**src/rtl/dff_bank_pkg.sv**
```systemverilog
// -----------------------------------------------------------------------------
// Module  : dff_bank_pkg
// Purpose : Shared op / state encodings for the shared register bank arbiter.
// Rev     : 1.0  initial release
// -----------------------------------------------------------------------------
`default_nettype none

package dff_bank_pkg;

    localparam int OP_W = 2;

    typedef enum logic [OP_W-1:0] {
        OP_LOAD   = 2'b00,
        OP_SET    = 2'b01,
        OP_CLEAR  = 2'b10,
        OP_TOGGLE = 2'b11
    } op_t;

    typedef enum logic [1:0] {
        S_IDLE  = 2'd0,
        S_GRANT = 2'd1,
        S_EXEC  = 2'd2
    } state_t;

endpackage

`default_nettype wire

```
**src/rtl/dff_bank_arbiter_rr_pick.sv**
```systemverilog
// -----------------------------------------------------------------------------
// Module  : rr_pick
// Purpose : Combinational round-robin selector: first valid index at or after ptr.
// Rev     : 1.0  initial release
// -----------------------------------------------------------------------------
`default_nettype none

module rr_pick #(
    parameter int NREQ  = 4,
    parameter int IDX_W = 2
) (
    input  logic [NREQ-1:0]  valid,
    input  logic [IDX_W-1:0] ptr,
    output logic [IDX_W-1:0] winner,
    output logic             any_valid
);

    logic [IDX_W-1:0] w_idx;

    // Scan from the farthest offset down so the nearest valid index wins;
    // NREQ is a power of two, so the IDX_W-bit add wraps for free.
    always_comb begin
        winner    = '0;
        w_idx     = '0;
        any_valid = |valid;
        for (int k = NREQ - 1; k >= 0; k--) begin
            w_idx = ptr + IDX_W'(k);
            if (valid[w_idx]) begin
                winner = w_idx;
            end
        end
    end

endmodule

`default_nettype wire

```
**src/rtl/dff_bank_arbiter.sv**
```systemverilog
// -----------------------------------------------------------------------------
// Module  : dff_bank_arbiter
// Purpose : Round-robin arbiter sharing one falling-edge register bank among
//           NREQ requesters issuing load/set/clear/toggle ops.
// Rev     : 1.0  initial release
// -----------------------------------------------------------------------------
`default_nettype none

module dff_bank_arbiter
    import dff_bank_pkg::*;
#(
    parameter int WIDTH = 8,
    parameter int NREQ  = 4
) (
    input  logic                    clk,
    input  logic                    clr,
    input  logic                    pre,
    input  logic [NREQ-1:0]         req_valid,
    input  logic [OP_W*NREQ-1:0]    req_op,
    input  logic [WIDTH*NREQ-1:0]   req_data,
    output logic [NREQ-1:0]         grant,
    output logic [NREQ-1:0]         ack,
    output logic                    busy,
    output logic [WIDTH-1:0]        q
);

    localparam int IDX_W = (NREQ > 1) ? $clog2(NREQ) : 1;

    state_t              r_state;
    state_t              w_next_state;
    logic [IDX_W-1:0]    r_ptr;
    logic [IDX_W-1:0]    r_owner;
    op_t                 r_op;
    logic [WIDTH-1:0]    r_data;
    logic [NREQ-1:0]     r_grant;
    logic [NREQ-1:0]     r_ack;
    logic [WIDTH-1:0]    r_q;

    logic [IDX_W-1:0]    w_winner;
    logic                w_any;
    logic [NREQ-1:0]     w_win_oh;
    logic [OP_W-1:0]     w_sel_op;
    logic [WIDTH-1:0]    w_sel_data;
    logic [WIDTH-1:0]    w_exec_q;

    rr_pick #(
        .NREQ  (NREQ),
        .IDX_W (IDX_W)
    ) u_rr_pick (
        .valid     (req_valid),
        .ptr       (r_ptr),
        .winner    (w_winner),
        .any_valid (w_any)
    );

    assign w_win_oh   = {{(NREQ-1){1'b0}}, 1'b1} << w_winner;
    assign w_sel_op   = req_op[OP_W*w_winner +: OP_W];
    assign w_sel_data = req_data[WIDTH*w_winner +: WIDTH];

    always_comb begin
        w_exec_q = r_q;
        case (r_op)
            OP_LOAD:   w_exec_q = r_data;
            OP_SET:    w_exec_q = r_q | r_data;
            OP_CLEAR:  w_exec_q = r_q & ~r_data;
            OP_TOGGLE: w_exec_q = r_q ^ r_data;
            default:   w_exec_q = r_q;
        endcase
    end

    always_comb begin
        w_next_state = r_state;
        case (r_state)
            S_IDLE:  if (w_any) w_next_state = S_GRANT;
            S_GRANT: w_next_state = S_EXEC;
            S_EXEC:  w_next_state = S_IDLE;
            default: w_next_state = S_IDLE;
        endcase
    end

    always_ff @(negedge clk or negedge clr) begin
        if (!clr) begin
            r_state <= S_IDLE;
        end else begin
            r_state <= w_next_state;
        end
    end

    // Owner's op/data are captured at arbitration so later changes on the
    // request lines (including a dropped valid) cannot affect the write.
    always_ff @(negedge clk or negedge clr) begin
        if (!clr) begin
            r_ptr   <= '0;
            r_owner <= '0;
            r_op    <= OP_LOAD;
            r_data  <= '0;
            r_grant <= '0;
            r_ack   <= '0;
        end else begin
            r_ack <= '0;
            case (r_state)
                S_IDLE: begin
                    if (w_any) begin
                        r_grant <= w_win_oh;
                        r_owner <= w_winner;
                        r_op    <= op_t'(w_sel_op);
                        r_data  <= w_sel_data;
                    end
                end
                S_EXEC: begin
                    r_ack   <= r_grant;
                    r_grant <= '0;
                    r_ptr   <= r_owner + IDX_W'(1);
                end
                default: ;
            endcase
        end
    end

    // Preset wins over a same-edge EXEC write; the handshake still completes.
    always_ff @(negedge clk or negedge clr) begin
        if (!clr) begin
            r_q <= '0;
        end else if (!pre) begin
            r_q <= '1;
        end else if (r_state == S_EXEC) begin
            r_q <= w_exec_q;
        end
    end

    assign grant = r_grant;
    assign ack   = r_ack;
    assign busy  = (r_state != S_IDLE);
    assign q     = r_q;

endmodule

`default_nettype wire

```
**config.mk**
```make
export PLATFORM = sky130hd
export DESIGN_NAME = dff_bank_arbiter
export DESIGN_NICKNAME = d
export VERILOG_FILES = /design/src/rtl/dff_bank_pkg.sv /design/src/rtl/dff_bank_arbiter_rr_pick.sv /design/src/rtl/dff_bank_arbiter.sv
export SDC_FILE = /design/constraint.sdc
export NUM_CORES = 1
export LEC_CHECK = 0
export CAP_MARGIN = 5
export CORE_AREA = 4 4 82 84
export DETAILED_ROUTE_END_ITERATION = 10
export DIE_AREA = 0 0 86 88
export HOLD_SLACK_MARGIN = 0.02
export SYNTH_ARGS = -nofsm -noshare
export SYNTH_HDL_FRONTEND = slang
export SYNTH_SLANG_ARGS = --single-unit
```
**constraint.sdc**
```tcl
create_clock -name clk -period 2.34 [get_ports clk]
set_input_delay 0.351 -clock clk [delete_from_list [all_inputs] [get_ports clk]]
set_output_delay 0.351 -clock clk [all_outputs]
set_load 0.02 [all_outputs]
```
[Word-level counts from Yosys, hierarchy flattened]
Cells that the tools add are included.
Word-level totals
  input bits: 47
  word-level logic and storage cells: 57
  register bits after elaboration: 32
  output and inout bits: 17
Operators by class
  order comparisons: 4
  reductions and logical operators: 7
  bitwise logic cells: 4
  add/subtract/negate cells: 4
  shifts and indexed selects: 3
  multiplexer cells: 20
  equality and inequality tests: 7
Operators by type and width (number)
  8-bit one-hot mux with 4 select lines: 1
  32-bit by 6-bit variable part select with 8-bit output: 1
  8-bit 2-to-1 mux: 2
  2-bit by 3-bit < comparator with 1-bit output, second input constant: 4
  2-bit 2-to-1 mux: 5
  8-bit bitwise AND: 1
  1-bit binary-select mux with 2-bit select: 4
  4-bit 2-to-1 mux: 2
  8-bit NOT: 1
  8-bit OR: 1
  4-bit one-hot mux with 2 select lines: 1
  8-bit by 4-bit variable part select with 2-bit output: 1
  8-bit bitwise XOR: 1
  2-bit equality test, second input constant: 3
  2-bit by 1-bit adder with 2-bit output, second input constant: 2
  2-bit adder, second input constant: 2
  2-bit by 1-bit equality test with 1-bit output, second input constant: 2
  2-bit logical NOT: 2
  1-bit 2-to-1 mux: 4
  2-bit by 1-bit inequality test with 1-bit output, second input constant: 2
  2-bit one-hot mux with 2 select lines: 1
  2-bit AND reduction: 2
  2-bit nonzero test: 2
  4-bit OR reduction: 1
  1-bit by 2-bit << shifter with 4-bit output, first input constant: 1

[Logic depth before layout (Yosys ltp)]
Gate-level depths: netlist of the first run.
  word-level depth: 10
  mapped depth: 7

[Modules after synthesis]
From an unflattened synthesis of the first run, not the netlist that was laid out.
Second synthesis, totals
  cells, all modules: 201
  area total of the unflattened synthesis: 2034.5 µm²
By module, submodules not included
  dff_bank_arbiter: area each 1956.9 µm², cells each 188, sequential area each 800.8 µm², times used 1
  rr_pick: area each 77.6 µm², cells each 13, sequential area each 0.0 µm², times used 1

==> results.yml, run 1 <==
run_status:
  status: "finished, violations left"
  failed_checks: "setup timing"
route:
  via_count: 1779
  routed_via_density: 4.782
  wl_cell_um: 14.45
  drtPass1Iterations: 4
  drt.antenna.violating_nets: 0
  detail_route.iter0.violations: 73
  detail_route.wirelength_um: 5374
  drc: 0
run:
  max-cap-violations: 0
pwr:
  leakagePower_nw: 1.575
  cellInternalPower_mw: 2.477
  switching_share: 0.3744
  power.net_switching_mw: 1.482
  power_density_nw_per_um2: 1167
  vdd_drop_max_mv: 0.5413
  p_comb_frac: 0.605
  seq_power_share: 0.258
  power_frac_clock: 0.136
die:
  core.rowCount: 28
  die-height_um: 88
  num_ports: 64
  die_area_um2: 7568
  start_util: 0.3491
  core-area_um2: 5921
  floorplan.die.width_um: 86
logic_synthesis:
  yosys.area_share.xor_xnor: 0.004237
  dominant_cell_by_count_in_the_synthesized_netlist: "sky130_fd_sc_hd__dfrtn_1"
  yosysTopAreaCellShare: 0.3874
  fraction_of_registers_with_async_set_reset: 1.000
  ys_types: 36
  synth_compound_gate_area_share: 0.1108
  synth_ff_type: "sky130_fd_sc_hd__dfrtn_1"
  synth.avg_cell_area_um2: 10.44
  synthesis.instances: 198
  synth-seq-area-share: 0.3874
  synth.mux.area_fraction: 0.1998
  synth.largest_area_cell: "sky130_fd_sc_hd__dfrtn_1"
  synth-edff-count: 0
  synth_top_cells_by_area: "sky130_fd_sc_hd__dfrtn_1 (39%), sky130_fd_sc_hd__ha_1 (9.7%), sky130_fd_sc_hd__mux4_2 (8.7%)"
  synth_simple_gate_area_frac: 0.1126
  synth_seq_cells: 32
  count_of_synthesis_stage_warnings_from_yosys: 0
  synthesis.nets: 261
  post_synth_fa_ha_maj_area_fraction: 0.09685
  synth_commonest_cells: "sky130_fd_sc_hd__dfrtn_1 (32), sky130_fd_sc_hd__inv_1 (27), sky130_fd_sc_hd__ha_1 (16)"
  syn-cell-area_um2: 2067
  synth_top_family_by_area: "multiplexers"
global_route:
  overflow: 0
  vias_in_the_first_global_route: 1809
  grt_usage: 0.1507
  grt_max_degree: 33
  antenna_found_initial: 0
  grt_first_pass_wirelength_um: 8735
finish:
  area_growth_pct: 64.10
  final_nets: 359
  ant_diodes: 0
  fin_util: 0.5729
  post_route_cells_drive_above_1_share: 0.3771
setup_path:
  critPathLaunch: "req_valid[0]"
  timing.critical_path.to: "r_op[1]"
  path_max_fanout: 4
  cpPeakStageDelay_ns: 0.43
  reg2reg_end: "r_op[1]"
  timing.rr.start: "r_ptr[1]"
  timing.reg2reg.setup_slack_ns: 0.39
  critPathLaunchType: "input port"
  critical_path.slowest_cell: "sky130_fd_sc_hd__a221o_2"
  cp_top_family: "compound AO/OA/AOI/OAI gates"
  critical_path.cell_chain: "buf_8 -> a21bo_1 -> a221o_2 -> clkbuf_16 -> mux2_4 -> nor3_4 -> a211oi_2"
  count_of_cells_along_the_worst_register_to_register_path: 6
  timing.critical_path.depth: 7
  critPathKind: "input port to flip-flop"
  critical_path_arrival_ns: 1.75
  cp.buffers_inverters: 2
  worst_setup_path_end_kind: "flip-flop"
  data_required_time_of_the_worst_path_ns: 1.31
timing:
  report.final.setup_viol: 28
  final.setup.tns_ns: -4.905
  timing_max_transition_violations_final: 0
  final.setup.worst_slack_ns: -0.4468
  slew_headroom: 0.6323
  timing_hold_violations_final: 0
  final.setup_skew_ns: 0.003531
  tightestPinTransition_ns: 0.5515
  grt_setup_unrepaired: "true"
min_path:
  worstHoldPathType: "flip-flop to flip-flop"
clock_tree:
  path_clk_slew_ns: 0.05
  cts.root.buffer_cell: "sky130_fd_sc_hd__clkbuf_8"
  holdBufCountCts: 0
  clock_tree.htree_level_count: 2
  cts_buffers: 5
  cts_max_path_buffers: 2
  cts_tree: "done"
  clk_latency_worst_skew_pair_ns: 0.29
  clock-sinks: 32
place:
  finalWeightedCongestion: 0.8068
  port-buffer-count: 63
  dpl.hpwl_um: 3854
[worst reg2reg max path, stage by stage, from the launching register on]
cell                        delay [ns]
sky130_fd_sc_hd__dfrtn_1          0.42
sky130_fd_sc_hd__a21bo_1          0.22
sky130_fd_sc_hd__a221o_2          0.43
sky130_fd_sc_hd__clkbuf_16        0.19
sky130_fd_sc_hd__mux2_4           0.31
sky130_fd_sc_hd__nor3_4           0.18
sky130_fd_sc_hd__a211oi_2         0.05
[cells in the final DEF, fill, tap and decap left out, types with 2 or more instances in the layout]
master,n
sky130_fd_sc_hd__buf_6,22
sky130_fd_sc_hd__buf_12,6
sky130_fd_sc_hd__clkbuf_8,5
sky130_fd_sc_hd__or2_4,2
sky130_fd_sc_hd__inv_1,26
sky130_fd_sc_hd__a211oi_1,5
sky130_fd_sc_hd__and2_1,4
sky130_fd_sc_hd__mux2_2,4
sky130_fd_sc_hd__buf_4,30
sky130_fd_sc_hd__a32o_1,2
sky130_fd_sc_hd__mux2i_1,11
sky130_fd_sc_hd__nor3_2,7
sky130_fd_sc_hd__dfrtn_1,32
sky130_fd_sc_hd__nand2_1,13
sky130_fd_sc_hd__o21ai_1,2
sky130_fd_sc_hd__clkdlybuf4s50_1,42
sky130_fd_sc_hd__nor3_4,2
sky130_fd_sc_hd__ha_1,16
sky130_fd_sc_hd__nand3_1,2
sky130_fd_sc_hd__mux2_4,5
sky130_fd_sc_hd__nor2_1,9
sky130_fd_sc_hd__mux4_2,8
sky130_fd_sc_hd__nor2b_1,2
sky130_fd_sc_hd__o211ai_1,8
sky130_fd_sc_hd__a211oi_2,4
sky130_fd_sc_hd__o21ai_0,2
sky130_fd_sc_hd__a21oi_1,2
[cells by family (layout without fill, tap and decap cells)]
| kind of cell | count (synthesis) | count (layout) |
|---|---|---|
| AND/OR/NAND/NOR | 48 | 48 |
| buffers and inverters | 41 | 140 |
| flip-flops | 32 | 32 |
| AO/OA/AOI/OAI | 31 | 31 |
| multiplexers | 29 | 29 |
| adder cells (fa/ha/maj) | 16 | 16 |
| XOR/XNOR | 1 | 1 |
[layout make-up]
class / count / area, um2
Multi-Input combinational cell: 125 / 1211
Clock inverter: 3 / 42.54
Tap cell: 75 / 93.84
Timing Repair Buffer: 105 / 1074
Clock buffer: 5 / 68.82
Sequential cell: 32 / 800.8
Inverter: 27 / 101.3
Fill cell: 516 / 2529
[state kept, by name (all words and copies together) (netlist names)]
register,cells
q,8
r_data,8
ack,4
grant,4
r_op,2
r_owner,2
r_ptr,2
r_state,2
[stage by stage]
| step | area, um2 | setup WS (ns) | total power [mW] | instances | hold slack, ns |
|---|---|---|---|---|---|
| global placement | 2964 | -1.014 | 2.913 | 348 | 0.4460 |
| detailed placement | 2964 | -1.087 | 2.966 | 348 | 0.4583 |
| floorplan | 2106 | -0.5547 | 2.278 | 198 | 0.3707 |
| global route | 3392 | -0.4981 | 4.239 | 372 | 0.5091 |
| finish | 3392 | -0.4468 | 3.959 | 372 | 0.4657 |
| CTS | 3284 | -0.5294 | 3.861 | 365 | 0.4659 |
[metal layers]
metal / GRT usage / wire (um) / up-vias
met5: 0 / 0 / -
met4: 0.05612 / 99 / 0
met3: 0.04892 / 367 / 7
met2: 0.2593 / 2709 / 48
met1: 0.1752 / 2198 / 840
li1: - / - / 884
[what timing repair did]
item	in CTS	in global routing
pin swaps	9	8
setup endpoints to repair	34	33
buffers inserted	6	8
gates cloned	3	0
resized for setup	141	18
[worst min path at each step]
| stage | slack (ns) | from | endpoint | cells past startpoint |
|---|---|---|---|---|
| floorplan | 0.37 | r_state[1] | r_state[1] | 1 |
| global placement | 0.45 | r_owner[1] | r_owner[1] | 2 |
| detailed placement | 0.46 | r_owner[0] | r_ptr[0] | 1 |
| CTS | 0.47 | r_owner[1] | r_owner[1] | 2 |
| global route | 0.51 | r_owner[1] | r_owner[1] | 2 |
| finish | 0.47 | r_owner[1] | r_owner[1] | 2 |
[power by group through the flow]
| stage | clock network, mW | logic, mW | registers [mW] |
|---|---|---|---|
| final | 0.540 | 2.40 | 1.02 |
| after global routing | 0.571 | 2.60 | 1.07 |
| after CTS | 0.549 | 2.28 | 1.03 |
| after detailed placement | 0 | 1.94 | 1.02 |
| after global placement | 0 | 1.90 | 1.01 |
| after floorplan | 0 | 1.24 | 1.04 |
Note: power is estimated with default switching activity, not from simulation.
==> run 2, diff against run 1 <==
--- a/config.mk
+++ b/config.mk
@@ -6,10 +6,11 @@
 export NUM_CORES = 1
 export LEC_CHECK = 0
 export CAP_MARGIN = 5
-export CORE_AREA = 4 4 82 84
+export CORE_AREA = 4 4 73 75
 export DETAILED_ROUTE_END_ITERATION = 10
-export DIE_AREA = 0 0 86 88
+export DIE_AREA = 0 0 77 79
 export HOLD_SLACK_MARGIN = 0.02
+export PLACE_DENSITY = 0.76
 export SYNTH_ARGS = -nofsm -noshare
 export SYNTH_HDL_FRONTEND = slang
 export SYNTH_SLANG_ARGS = --single-unit
==> constraint.sdc (replaced) <==
create_clock -name clk -period 2.34 [get_ports clk]
set_input_delay 0.468 -clock clk [delete_from_list [all_inputs] [get_ports clk]]
set_output_delay 0.468 -clock clk [all_outputs]
set_load 0.02 [all_outputs]
==> results.yml, run 2 (synthesis gave the netlist of run 1 again) <==
route:
  drc: 0
  routed_via_density: 5.453
  drtPass1Iterations: 4
  drt.antenna.violating_nets: 0
  detail_route.iter0.violations: 104
  wl_cell_um: 17.14
  via_count: 1985
  detail_route.wirelength_um: 6239
clock_tree:
  clk_latency_worst_skew_pair_ns: 0.29
  cts_buffers: 5
  cts_tree: "done"
  path_clk_slew_ns: 0.05
  clock_tree.htree_level_count: 2
  clock-sinks: 32
  cts_max_path_buffers: 2
  cts.root.buffer_cell: "sky130_fd_sc_hd__clkbuf_8"
pwr:
  vdd_drop_max_mv: 0.7779
  report.power.total_mw: 4.262
  leakagePower_nw: 1.653
  power_density_nw_per_um2: 1209
setup_path:
  critPathLaunchType: "input port"
  path_max_fanout: 5
  cp.buffers_inverters: 3
  critPathLaunch: "req_valid[2]"
  cp_top_family: "buffers and inverters"
  timing.rr.start: "r_ptr[1]"
  worst_setup_path_end_kind: "flip-flop"
  cpPeakStageDelay_ns: 0.39
  critical_path.cell_chain: "clkdlybuf4s15_1 -> a221o_1 -> buf_6 -> buf_8 -> mux2_4 -> nor3_4 -> a211oi_2"
  critical_path_arrival_ns: 1.97
  critical_path.slowest_cell: "sky130_fd_sc_hd__a221o_1"
  data_required_time_of_the_worst_path_ns: 1.29
  critPathKind: "input port to flip-flop"
place:
  dpl.hpwl_um: 3575
  finalWeightedCongestion: 0.7760
  placed_cell_area_um2: 2938
  pre_cts_worst_setup_slack_ns: -1.218
  port-buffer-count: 63
die:
  die_area_um2: 6083
  core-area_um2: 4661
  die-height_um: 79
  floorplan.die.width_um: 77
  core.rowCount: 25
  start_util: 0.4435
  num_ports: 64
min_path:
  min-delay-start: "r_owner[1]"
  worstHoldPathType: "flip-flop to flip-flop"
timing:
  final.setup.worst_slack_ns: -0.6750
  final.setup.tns_ns: -9.055
  final.setup_skew_ns: 0.002303
  timing_max_transition_violations_final: 0
  slew_headroom: 0.6547
  report.final.setup_viol: 34
  tightestPinTransition_ns: 0.5179
  timing_hold_violations_final: 0
  grt_setup_unrepaired: "true"
finish:
  mostFrequentLayoutCell: "sky130_fd_sc_hd__clkdlybuf4s50_1"
  ant_diodes: 0
  layout.cells.most_common_list: "sky130_fd_sc_hd__clkdlybuf4s50_1 (42), sky130_fd_sc_hd__buf_4 (35), sky130_fd_sc_hd__dfrtn_1 (32)"
  area_growth_pct: 70.52
  layout.cell_area.non_filler_um2: 3525
  final_nets: 372
  post_route_cells_drive_above_1_share: 0.4065
global_route:
  grt_max_degree: 33
  antenna_found_initial: 0
  grt_first_pass_wirelength_um: 8873
  grt_usage: 0.1894
  vias_in_the_first_global_route: 1973
  overflow: 0
run:
  max-cap-violations: 0
run_status:
  failed_checks: "setup timing"
  status: "finished, violations left"
==> run 2: area by class of cell <==
type	instances	area (um2)
repair buffers	118	1229
fillers	298	1136
well taps	54	67.56
flip-flops and latches	32	800.8
clock inverters	2	10.01
clock buffers	6	82.58
multi-input cells	125	1229
inverters	27	106.4
==> run 2: stage by stage <==
stage,hold WS (ns),instances,util
2_1_floorplan,0.3707,198,-
3_3_place_gp,0.4519,328,0.6303
3_5_place_dp,0.4577,328,0.6303
4_1_cts,0.4644,354,0.7149
5_1_grt,0.5188,364,0.7562
6_report,0.4971,364,0.7562
==> run 2: path summary, 6_finish.rpt <==
check                      slack, ns  depth (start not counted)         end
max                            -0.67                          7   r_data[3]
min                             0.50                          2  r_owner[1]
max reg2reg                     0.30                          7   r_data[3]
min reg2reg                     0.50                          2  r_owner[1]
max in group asynchronous       0.53                          2        q[6]
min in group asynchronous       1.61                          2      ack[3]
==> run 2: repair_timing <==
action / CTS / global route
resized for setup: 150 / 22
buffers inserted: 16 / 11
endpoints found under the setup margin: 34 / 34
cloned: 2 / 1
hold buffers: 0 / 0
pin swaps: 10 / 12
==> run 2: per-layer routing <==
layer / global-route usage / part of all wire / up-vias
met5: 0 / 0 / -
met1: 0.1923 / 0.35 / 954
li1: - / - / 913
met2: 0.3502 / 0.54 / 91
met3: 0.04989 / 0.060 / 27
met4: 0.1103 / 0.043 / 0
==> run 2: power by group <==
group          switching (mW)  leakage [nW]  internal, mW  total [mW]
Combinational            1.20          1.23          1.58        2.78
Clock                   0.217        0.0510         0.235       0.452
Sequential              0.232         0.370         0.795        1.03
==> run 2: worst reg2reg max path, delay by kind of cell (launching register included) <==
kind                   cells  cell delay, ns
flip-flops                 1            0.42
buffers and inverters      2            0.27
multiplexers               1            0.31
AND/OR/NAND/NOR            1            0.21
AO/OA/AOI/OAI              3            0.66
==> run 3, diff against run 2 <==
--- a/config.mk
+++ b/config.mk
@@ -6,11 +6,12 @@
 export NUM_CORES = 1
 export LEC_CHECK = 0
 export CAP_MARGIN = 5
-export CORE_AREA = 4 4 73 75
+export CORE_AREA = 4 4 72 74
 export DETAILED_ROUTE_END_ITERATION = 10
-export DIE_AREA = 0 0 77 79
+export DIE_AREA = 0 0 76 78
 export HOLD_SLACK_MARGIN = 0.02
-export PLACE_DENSITY = 0.76
+export PLACE_DENSITY = 0.78
+export SKIP_CTS_REPAIR_TIMING = 1
 export SYNTH_ARGS = -nofsm -noshare
 export SYNTH_HDL_FRONTEND = slang
 export SYNTH_SLANG_ARGS = --single-unit
==> results.yml, run 3 (synthesis gave the netlist of run 1 again) <==
run_status:
  status: "finished, violations left"
  failed_checks: "setup timing"
place:
  dpl.hpwl_um: 3775
  pre_cts_worst_setup_slack_ns: -1.225
  port-buffer-count: 63
  finalWeightedCongestion: 0.8026
  placed_cell_area_um2: 2945
  numPlacedInstances: 329
timing:
  timing_hold_violations_final: 0
  tightestPinTransition_ns: 0.5524
  slew_headroom: 0.6318
  fin_worst_hold_slack_ns: 0.4852
  final.setup.tns_ns: -10.21
  report.final.setup_viol: 34
  grt_setup_unrepaired: "true"
  timing_max_transition_violations_final: 0
  final.setup_skew_ns: 0.004715
  final.setup.worst_slack_ns: -0.6798
setup_path:
  critPathLaunchType: "input port"
  critical_path_arrival_ns: 1.98
  path_max_fanout: 6
  worst_setup_path_end_kind: "flip-flop"
  critPathKind: "input port to flip-flop"
  data_required_time_of_the_worst_path_ns: 1.30
pwr:
  leakagePower_nw: 1.655
  report.power.total_mw: 4.296
  power_density_nw_per_um2: 1231
  vdd_drop_max_mv: 0.6406
global_route:
  grt_max_degree: 33
  vias_in_the_first_global_route: 1849
  grt_first_pass_wirelength_um: 8190
  antenna_found_initial: 0
  overflow: 0
  grt_usage: 0.1730
clock_tree:
  clk_latency_worst_skew_pair_ns: 0.30
  clock-sinks: 32
  path_clk_slew_ns: 0.05
  cts_tree: "done"
  cts_buffers: 5
  cts.root.buffer_cell: "sky130_fd_sc_hd__clkbuf_8"
  cts_max_path_buffers: 2
  clock_tree.htree_level_count: 2
finish:
  mostFrequentLayoutCell: "sky130_fd_sc_hd__clkdlybuf4s50_1"
  area_growth_pct: 68.89
  ant_diodes: 0
  fin_util: 0.7592
  post_route_cells_drive_above_1_share: 0.3851
  layout.cells.most_common_list: "sky130_fd_sc_hd__clkdlybuf4s50_1 (42), sky130_fd_sc_hd__buf_4 (40), sky130_fd_sc_hd__dfrtn_1 (32)"
  non_filler_instances: 363
  final_nets: 371
  layout.cell_area.non_filler_um2: 3491
  fill_cells: 300
route:
  detail_route.wirelength_um: 6176
  drc: 0
  detail_route.iter0.violations: 78
  drt.antenna.violating_nets: 0
  routed_via_density: 5.380
  wl_cell_um: 17.01
  via_count: 1953
  drtPass1Iterations: 4
die:
  die-height_um: 78
  start_util: 0.4495
  die_area_um2: 5928
  core-area_um2: 4598
  floorplan.die.width_um: 76
  num_ports: 64
  core.rowCount: 25
run:
  max-cap-violations: 0
min_path:
  worstHoldPathType: "flip-flop to flip-flop"
[run 3: path summary, 6_finish.rpt]
| check | start | end | slack, ns | cells after the start |
|---|---|---|---|---|
| min in group asynchronous | clr | ack[0] | 1.60 | 2 |
| max reg2reg | r_ptr[1] | r_op[1] | 0.30 | 7 |
| min reg2reg | r_owner[0] | r_ptr[0] | 0.49 | 1 |
| max | req_valid[0] | r_op[1] | -0.68 | 8 |
| min | r_owner[0] | r_ptr[0] | 0.49 | 1 |
| max in group asynchronous | clr | q[6] | 0.54 | 2 |
[run 3: power breakdown]
| group | total [mW] | leakage (nW) | switching, mW | internal, mW |
|---|---|---|---|---|
| combinational | 2.72 | 1.23 | 1.16 | 1.56 |
| sequential | 1.04 | 0.370 | 0.243 | 0.795 |
| clock | 0.539 | 0.0552 | 0.223 | 0.316 |
[run 3: metal layers]
layer  part of all wire  vias up  wire, um  track usage
li1                   -      909         -            -
met1               0.37      942      2259       0.1858
met4              0.032        0       196      0.07295
met5                  0        -         0            0
met3              0.071       20       441      0.04292
met2               0.53       82      3278       0.3185
[run 3: layout make-up]
| class | count | area [um2] | share of cell area |
|---|---|---|---|
| Clock buffer | 6 | 72.57 | 0.02079 |
| Timing Repair Buffer | 117 | 1204 | 0.3448 |
| Sequential cell | 32 | 800.8 | 0.2294 |
| Multi-Input combinational cell | 125 | 1207 | 0.3459 |
| Tap cell | 54 | 67.56 | 0.01935 |
| Clock inverter | 2 | 35.03 | 0.01004 |
| Inverter | 27 | 103.9 | 0.02975 |
[run 3: worst max-delay path, cell delays in order]
cell and delay [ns]:
sky130_fd_sc_hd__buf_8 0.10, sky130_fd_sc_hd__a21bo_1 0.19, sky130_fd_sc_hd__a221o_1 0.39, sky130_fd_sc_hd__buf_6 0.15, sky130_fd_sc_hd__buf_6 0.13, sky130_fd_sc_hd__mux2_4 0.31
sky130_fd_sc_hd__nor3_4 0.17, sky130_fd_sc_hd__a211oi_2 0.06
